$ cat src/rtl/fetch_pkg.sv
// Shared types for the instruction fetch stage: fetch FSM states, the NOP
// presented while the queue is empty, and the queued {pc, insn} entry.
package fetch_pkg;

    typedef enum logic [1:0] {
        IDLE,
        REQ,
        WAIT,
        DROP
    } fetch_state_e;

    localparam logic [31:0] NOP_INSN = 32'h0000_0013;

    typedef struct packed {
        logic [31:0] pc;
        logic [31:0] insn;
    } fetch_entry_t;

endpackage

$ cat src/rtl/fetch_fifo.sv
// Small power-of-two queue of fetched {pc, insn} pairs with synchronous flush.
// Head entry is read straight from storage so a push is visible the next cycle.
module fetch_fifo
    import fetch_pkg::*;
#(
    parameter int DEPTH = 2
) (
    input  logic                     clk,
    input  logic                     reset,
    input  logic                     flush,
    input  logic                     push,
    input  logic [31:0]              push_pc,
    input  logic [31:0]              push_insn,
    input  logic                     pop,
    output logic [$clog2(DEPTH):0]   count,
    output logic [31:0]              head_pc,
    output logic [31:0]              head_insn
);

    localparam int PW = $clog2(DEPTH);
    localparam logic [PW:0] FULL = (PW + 1)'(DEPTH);

    fetch_entry_t mem [DEPTH];
    logic [PW-1:0] wr_ptr;
    logic [PW-1:0] rd_ptr;
    logic          do_push;
    logic          do_pop;

    assign do_pop  = pop && (count != '0);
    assign do_push = push && ((count != FULL) || do_pop);

    // Pointers wrap naturally because DEPTH is a power of two.
    always_ff @(posedge clk or posedge reset) begin
        if (reset) begin
            wr_ptr <= '0;
            rd_ptr <= '0;
            count  <= '0;
        end else if (flush) begin
            wr_ptr <= '0;
            rd_ptr <= '0;
            count  <= '0;
        end else begin
            if (do_push) wr_ptr <= wr_ptr + 1'b1;
            if (do_pop)  rd_ptr <= rd_ptr + 1'b1;
            count <= count + {{PW{1'b0}}, do_push} - {{PW{1'b0}}, do_pop};
        end
    end

    always_ff @(posedge clk) begin
        if (do_push && !flush) begin
            mem[wr_ptr] <= '{pc: push_pc, insn: push_insn};
        end
    end

    assign head_pc   = mem[rd_ptr].pc;
    assign head_insn = mem[rd_ptr].insn;

endmodule

$ cat src/rtl/insn_fetch_buffer.sv
// RV32I fetch stage: PC, single-outstanding imem fetch FSM and instruction queue.
// Optional FETCH_MISALIGN_CHECK_EN adds the fetch_misalign flag for unaligned redirects.
module insn_fetch_buffer
    import fetch_pkg::*;
#(
    parameter logic [31:0] RESET_PC = 32'h0000_0000,
    parameter int          DEPTH    = 2
) (
    input  logic        clk,
    input  logic        reset,
    output logic        imem_req,
    output logic [31:0] imem_addr,
    input  logic        imem_gnt,
    input  logic        imem_rvalid,
    input  logic [31:0] imem_rdata,
    input  logic        redirect,
    input  logic [31:0] redirect_pc,
    output logic        insn_valid,
    input  logic        insn_ready,
    output logic [31:0] insn_out,
    output logic [31:0] pc_out
`ifdef FETCH_MISALIGN_CHECK_EN
    ,
    output logic        fetch_misalign
`endif
);

    localparam int CW = $clog2(DEPTH) + 1;
    localparam logic [CW-1:0] DEPTH_C  = CW'(DEPTH);
    localparam logic [CW-1:0] DEPTH_M1 = CW'(DEPTH - 1);

    fetch_state_e  state;
    fetch_state_e  state_next;
    logic [31:0]   fetch_pc;
    logic [31:0]   req_pc;
    logic [31:0]   redirect_target;
    logic [CW-1:0] count;
    logic [31:0]   head_pc;
    logic [31:0]   head_insn;
    logic          granted;
    logic          push;
    logic          pop;
    logic          has_space;
    logic          space_after_push;

    assign redirect_target  = redirect_pc & 32'hFFFF_FFFC;
    assign granted          = (state == REQ) && imem_gnt;
    assign pop              = insn_valid && insn_ready && !redirect;
    assign push             = (state == WAIT) && imem_rvalid && !redirect;
    assign has_space        = count < DEPTH_C;
    assign space_after_push = pop || (count < DEPTH_M1);

    fetch_fifo #(
        .DEPTH (DEPTH)
    ) u_fifo (
        .clk       (clk),
        .reset     (reset),
        .flush     (redirect),
        .push      (push),
        .push_pc   (req_pc),
        .push_insn (imem_rdata),
        .pop       (pop),
        .count     (count),
        .head_pc   (head_pc),
        .head_insn (head_insn)
    );

    always_ff @(posedge clk or posedge reset) begin
        if (reset) begin
            state    <= IDLE;
            fetch_pc <= RESET_PC;
            req_pc   <= RESET_PC;
        end else begin
            state <= state_next;
            if (granted) req_pc <= fetch_pc;
            if (redirect) begin
                fetch_pc <= redirect_target;
            end else if (granted) begin
                fetch_pc <= fetch_pc + 32'd4;
            end
        end
    end

    // A response arriving together with a redirect completes the fetch, so the
    // FSM skips DROP in that case instead of waiting for a response that never comes.
    always_comb begin
        state_next = state;
        unique case (state)
            IDLE: begin
                if (redirect || has_space) state_next = REQ;
            end
            REQ: begin
                if (imem_gnt)      state_next = redirect ? DROP : WAIT;
            end
            WAIT: begin
                if (imem_rvalid) begin
                    state_next = (redirect || space_after_push) ? REQ : IDLE;
                end else if (redirect) begin
                    state_next = DROP;
                end
            end
            DROP: begin
                if (imem_rvalid)   state_next = has_space ? REQ : IDLE;
            end
            default: state_next = IDLE;
        endcase
    end

    assign imem_req   = (state == REQ);
    assign imem_addr  = fetch_pc;
    assign insn_valid = (count != '0);
    assign insn_out   = insn_valid ? head_insn : NOP_INSN;
    assign pc_out     = insn_valid ? head_pc : RESET_PC;

`ifdef FETCH_MISALIGN_CHECK_EN
    always_ff @(posedge clk or posedge reset) begin
        if (reset) begin
            fetch_misalign <= 1'b0;
        end else begin
            fetch_misalign <= redirect && (redirect_pc[1:0] != 2'b00);
        end
    end
`endif

endmodule
$ cat config.mk
export PLATFORM = sky130hd
export DESIGN_NAME = insn_fetch_buffer
export DESIGN_NICKNAME = d
export VERILOG_FILES = /design/src/rtl/fetch_pkg.sv /design/src/rtl/fetch_fifo.sv /design/src/rtl/insn_fetch_buffer.sv
export SDC_FILE = /design/constraint.sdc
export NUM_CORES = 1
export LEC_CHECK = 0
export BUFFER_PORTS_ARGS = -buffer_cell sky130_fd_sc_hd__buf_2
export CORE_MARGIN = 2
export CORE_UTILIZATION = 40
export DETAILED_ROUTE_END_ITERATION = 16
export PLACE_DENSITY = 0.73
export SKIP_LAST_GASP = 1
export SYNTH_ARGS = -nofsm -noshare
export SYNTH_HDL_FRONTEND = slang
export SYNTH_SLANG_ARGS = --single-unit
$ cat constraint.sdc
create_clock -name clk -period 6.4 [get_ports clk]
set_input_delay 0.32 -clock clk [delete_from_list [all_inputs] [get_ports clk]]
set_output_delay 0.32 -clock clk [all_outputs]
set_load 0.005 [all_outputs]
==> run metrics <==
outcome finished clean; Peak Freq roughly 0.37 GHz; largest stage delay on the critical path 0.61 ns; share of layout cells above drive strength 1 30.0%; sequential-to-total area share from yosys stat roughly two thirds; Synth warnings 0; Slew Limit Fails 0; slowest CP cell nor2b_4; Tot GR Track Use 16.1%; global route total overflow 0; IO Count between 150 and 200; Nets 827; PwrDens 297 nW/um^2; post-cts resize count 0; first-pass GRT wire length 25,400 um; total CTS buffers 17; mapped cell area roughly 8000 sq um; Mapped Cells 596; CP max FO 44; port bufs 161; fin crit period 2.73 ns; clk buf depth 2; Inserted Diodes 0; cell total after placement 1,000; crit path cell chain nand2_1, nor4_1, nor2b_4, buf_4; FF+latch count, synth 190; WS Path Type reg -> reg; # rows 51; CTS Hold Bufs 0; Final Hold Vio Count 0; Fin Clk Skew 0.00894 ns; Final ANT Viol Nets 0; first drt pass iteration count 5; Setup crit start kind register; via count 5,214; peak supply drop 0.000184 V; fin crit share 42.7%; Setup TNS 0 ns; Hold Slack 0.0820 ns; Die W 145 um; Die H approximately 140 um; CTS sink count 190; clock root cell clkbuf_16; Slew HR between 10% and 20%; worst slew pin tran 1.21 ns; Yosys cell types between 40 and 50; hpwl dp around 11,000 um; DRT Wirelength 16,900 um; Post-route DRC 0; Avg Inst Size Synth 13.3 sq um; final setup fails 0; htree depth 4; initial core utilization 40.7%; Buf/Inv on CP 1; Multi-input gate area around 2400 sq um; Top delay family on crit path simple AND/OR/NAND/NOR gates; P_leak ~3.7 nW; CTS clk-pin slew, worst paths 0.07 ns; Initial DRC Count 330; non-filler instance count after layout 1,032; area of the core 19,500 sq um; initial antenna violation count 0; max-cap violations 0; Post-CTS Setup Bufs 0; min-delay worst type in -> reg; pin count of the biggest net entering global routing 67; gpl congestion 0.781; drt via density just over 5; worst-skew pair later-pin latency 0.42 ns; vias in the first global route 4,897; CP arrival 2.79 ns; die area 21,000 sq um; Worst setup EP type register; CTS tree done; Layout area overhead 21.0%; RSZ-0062 raised after global routing false; register area approximately 5400 sq um; Avg WL per Cell between 15 and 20 um; CP Data Required Time 6.46 ns; Fillers 1,724
==> worst register-to-register path: cells and delay by family (launching register included) <==
kind	cells	cell delay, ns
AND/OR/NAND/NOR	3	1.28
buffers and inverters	1	0.61
flip-flops	1	0.45
==> cells in the final DEF, fill, tap and decap left out, types with 6 or more instances in the layout <==
| cell | count |
|---|---|
| nand4_1 | 15 |
| nand2_1 | 48 |
| buf_4 | 6 |
| edfxtp_1 | 124 |
| nor2_1 | 81 |
| xnor2_1 | 10 |
| mux2i_1 | 64 |
| or4_1 | 10 |
| nand3_1 | 18 |
| inv_1 | 15 |
| clkbuf_16 | 19 |
| o21ai_0 | 25 |
| buf_2 | 161 |
| nor4_1 | 6 |
| dfrtp_1 | 65 |
| mux2_2 | 21 |
==> cell families (layout without fill, tap and decap cells) <==
family | after synthesis | in the layout | synth area share [%]
and+or+nand+nor | 204 | 204 | 12.4
AOI/OAI and AO/OA | 52 | 52 | 4.28
muxes | 85 | 85 | 11.1
DFF | 190 | 190 | 67.8
other | 1 | 4 | 0.0473
adders and majority gates | 3 | 3 | 0.473
buffers and inverters | 47 | 215 | 2.43
xor gates and xnor gates | 14 | 14 | 1.55
==> metal layers <==
layer,vias to the layer above,global-route usage (%),routed length (um)
met5,-,0,0
met4,0,5.42,134
met3,9,4.48,1020
met2,167,25.5,7930
li1,2502,-,-
met1,2536,21.4,7760
==> area by class of cell <==
type                    count  share of cell area [%]
flip-flops and latches    190                    56.0
well taps                 265                    3.45
inverters                  16                   0.626
repair buffers            167                    8.86
multi-input cells         362                    24.9
clock buffers              22                    5.38
clock inverters            10                   0.730
==> final timing paths <==
path                                      to  slack [ns]           from  depth (start not counted)
hold / removal              u_fifo.mem[1][9]        0.08  imem_rdata[9]                          1
setup reg to reg           u_fifo.mem[0][21]        3.67       state[1]                          4
hold reg to reg            u_fifo.mem[1][47]        0.47     req_pc[15]                          0
min in group asynchronous       imem_addr[6]        0.13          reset                          3
setup / recovery           u_fifo.mem[0][21]        3.67       state[1]                          4
max in group asynchronous      u_fifo.rd_ptr        5.60          reset                          3
==> state kept, by name, summed over array words and instances (netlist names) <==
signal / count
u_fifo.wr_ptr: 1
imem_addr: 30
u_fifo.count: 2
u_fifo.mem: 124
req_pc: 30
state: 2
u_fifo.rd_ptr: 1
==> Yosys cell counts <==
cell	number	share of area [%]
clkbuf_1	23	1.1
a21oi_1	2	0.13
mux2_2	21	3.0
and3_1	3	0.24
o31ai_1	3	0.28
and2_1	2	0.16
nor2_1	82	3.9
nor4b_1	2	0.22
nand2_1	48	2.3
conb_1	1	0.047
xnor2_1	10	1.1
nand3_2	2	0.25
a211o_1	2	0.22
a22oi_1	2	0.19
edfxtp_1	124	47
nor4_2	1	0.16
nand4_1	15	1.2
xor2_1	4	0.44
a31oi_1	5	0.39
or4_1	10	0.95
or3_1	2	0.16
nand4b_4	1	0.30
o211ai_1	3	0.28
nor3_1	4	0.25
nor4_1	6	0.47
nand3_1	18	1.1
nor3b_1	2	0.19
mux2i_1	64	8.1
buf_2	1	0.063
o32a_1	1	0.13
buf_4	4	0.38
o311a_1	1	0.13
o21bai_1	1	0.095
nand3b_2	1	0.14
dfrtp_1	66	21
a221o_1	1	0.13
inv_1	16	0.76
o311ai_0	2	0.22
a311o_1	4	0.50
nand4b_1	1	0.11
ha_1	3	0.47
buf_1	3	0.14
o21ai_0	25	1.6
nor2b_1	4	0.32
==> power by group <==
part,total [W],internal [W],switching (W)
Sequential,0.00156,0.00145,0.000111
Clock,0.00102,0.000578,0.000447
Combinational,0.000267,0.000135,0.000132
Total,0.00285,0.00216,0.000689
==> through the flow <==
step	instance area (sq um)	setup WS [ns]	util [%]	total power [W]
after CTS	9600	3.58	49.3	0.00288
after global placement	9010	3.37	46.3	0.00183
after floorplan	7940	2.14	-	0.00172
after detailed placement	9010	3.36	46.3	0.00186
final	9600	3.67	49.3	0.00285
after global routing	9600	3.39	49.3	0.00298
No activity file was read; power rests on OpenSTA's default activity.
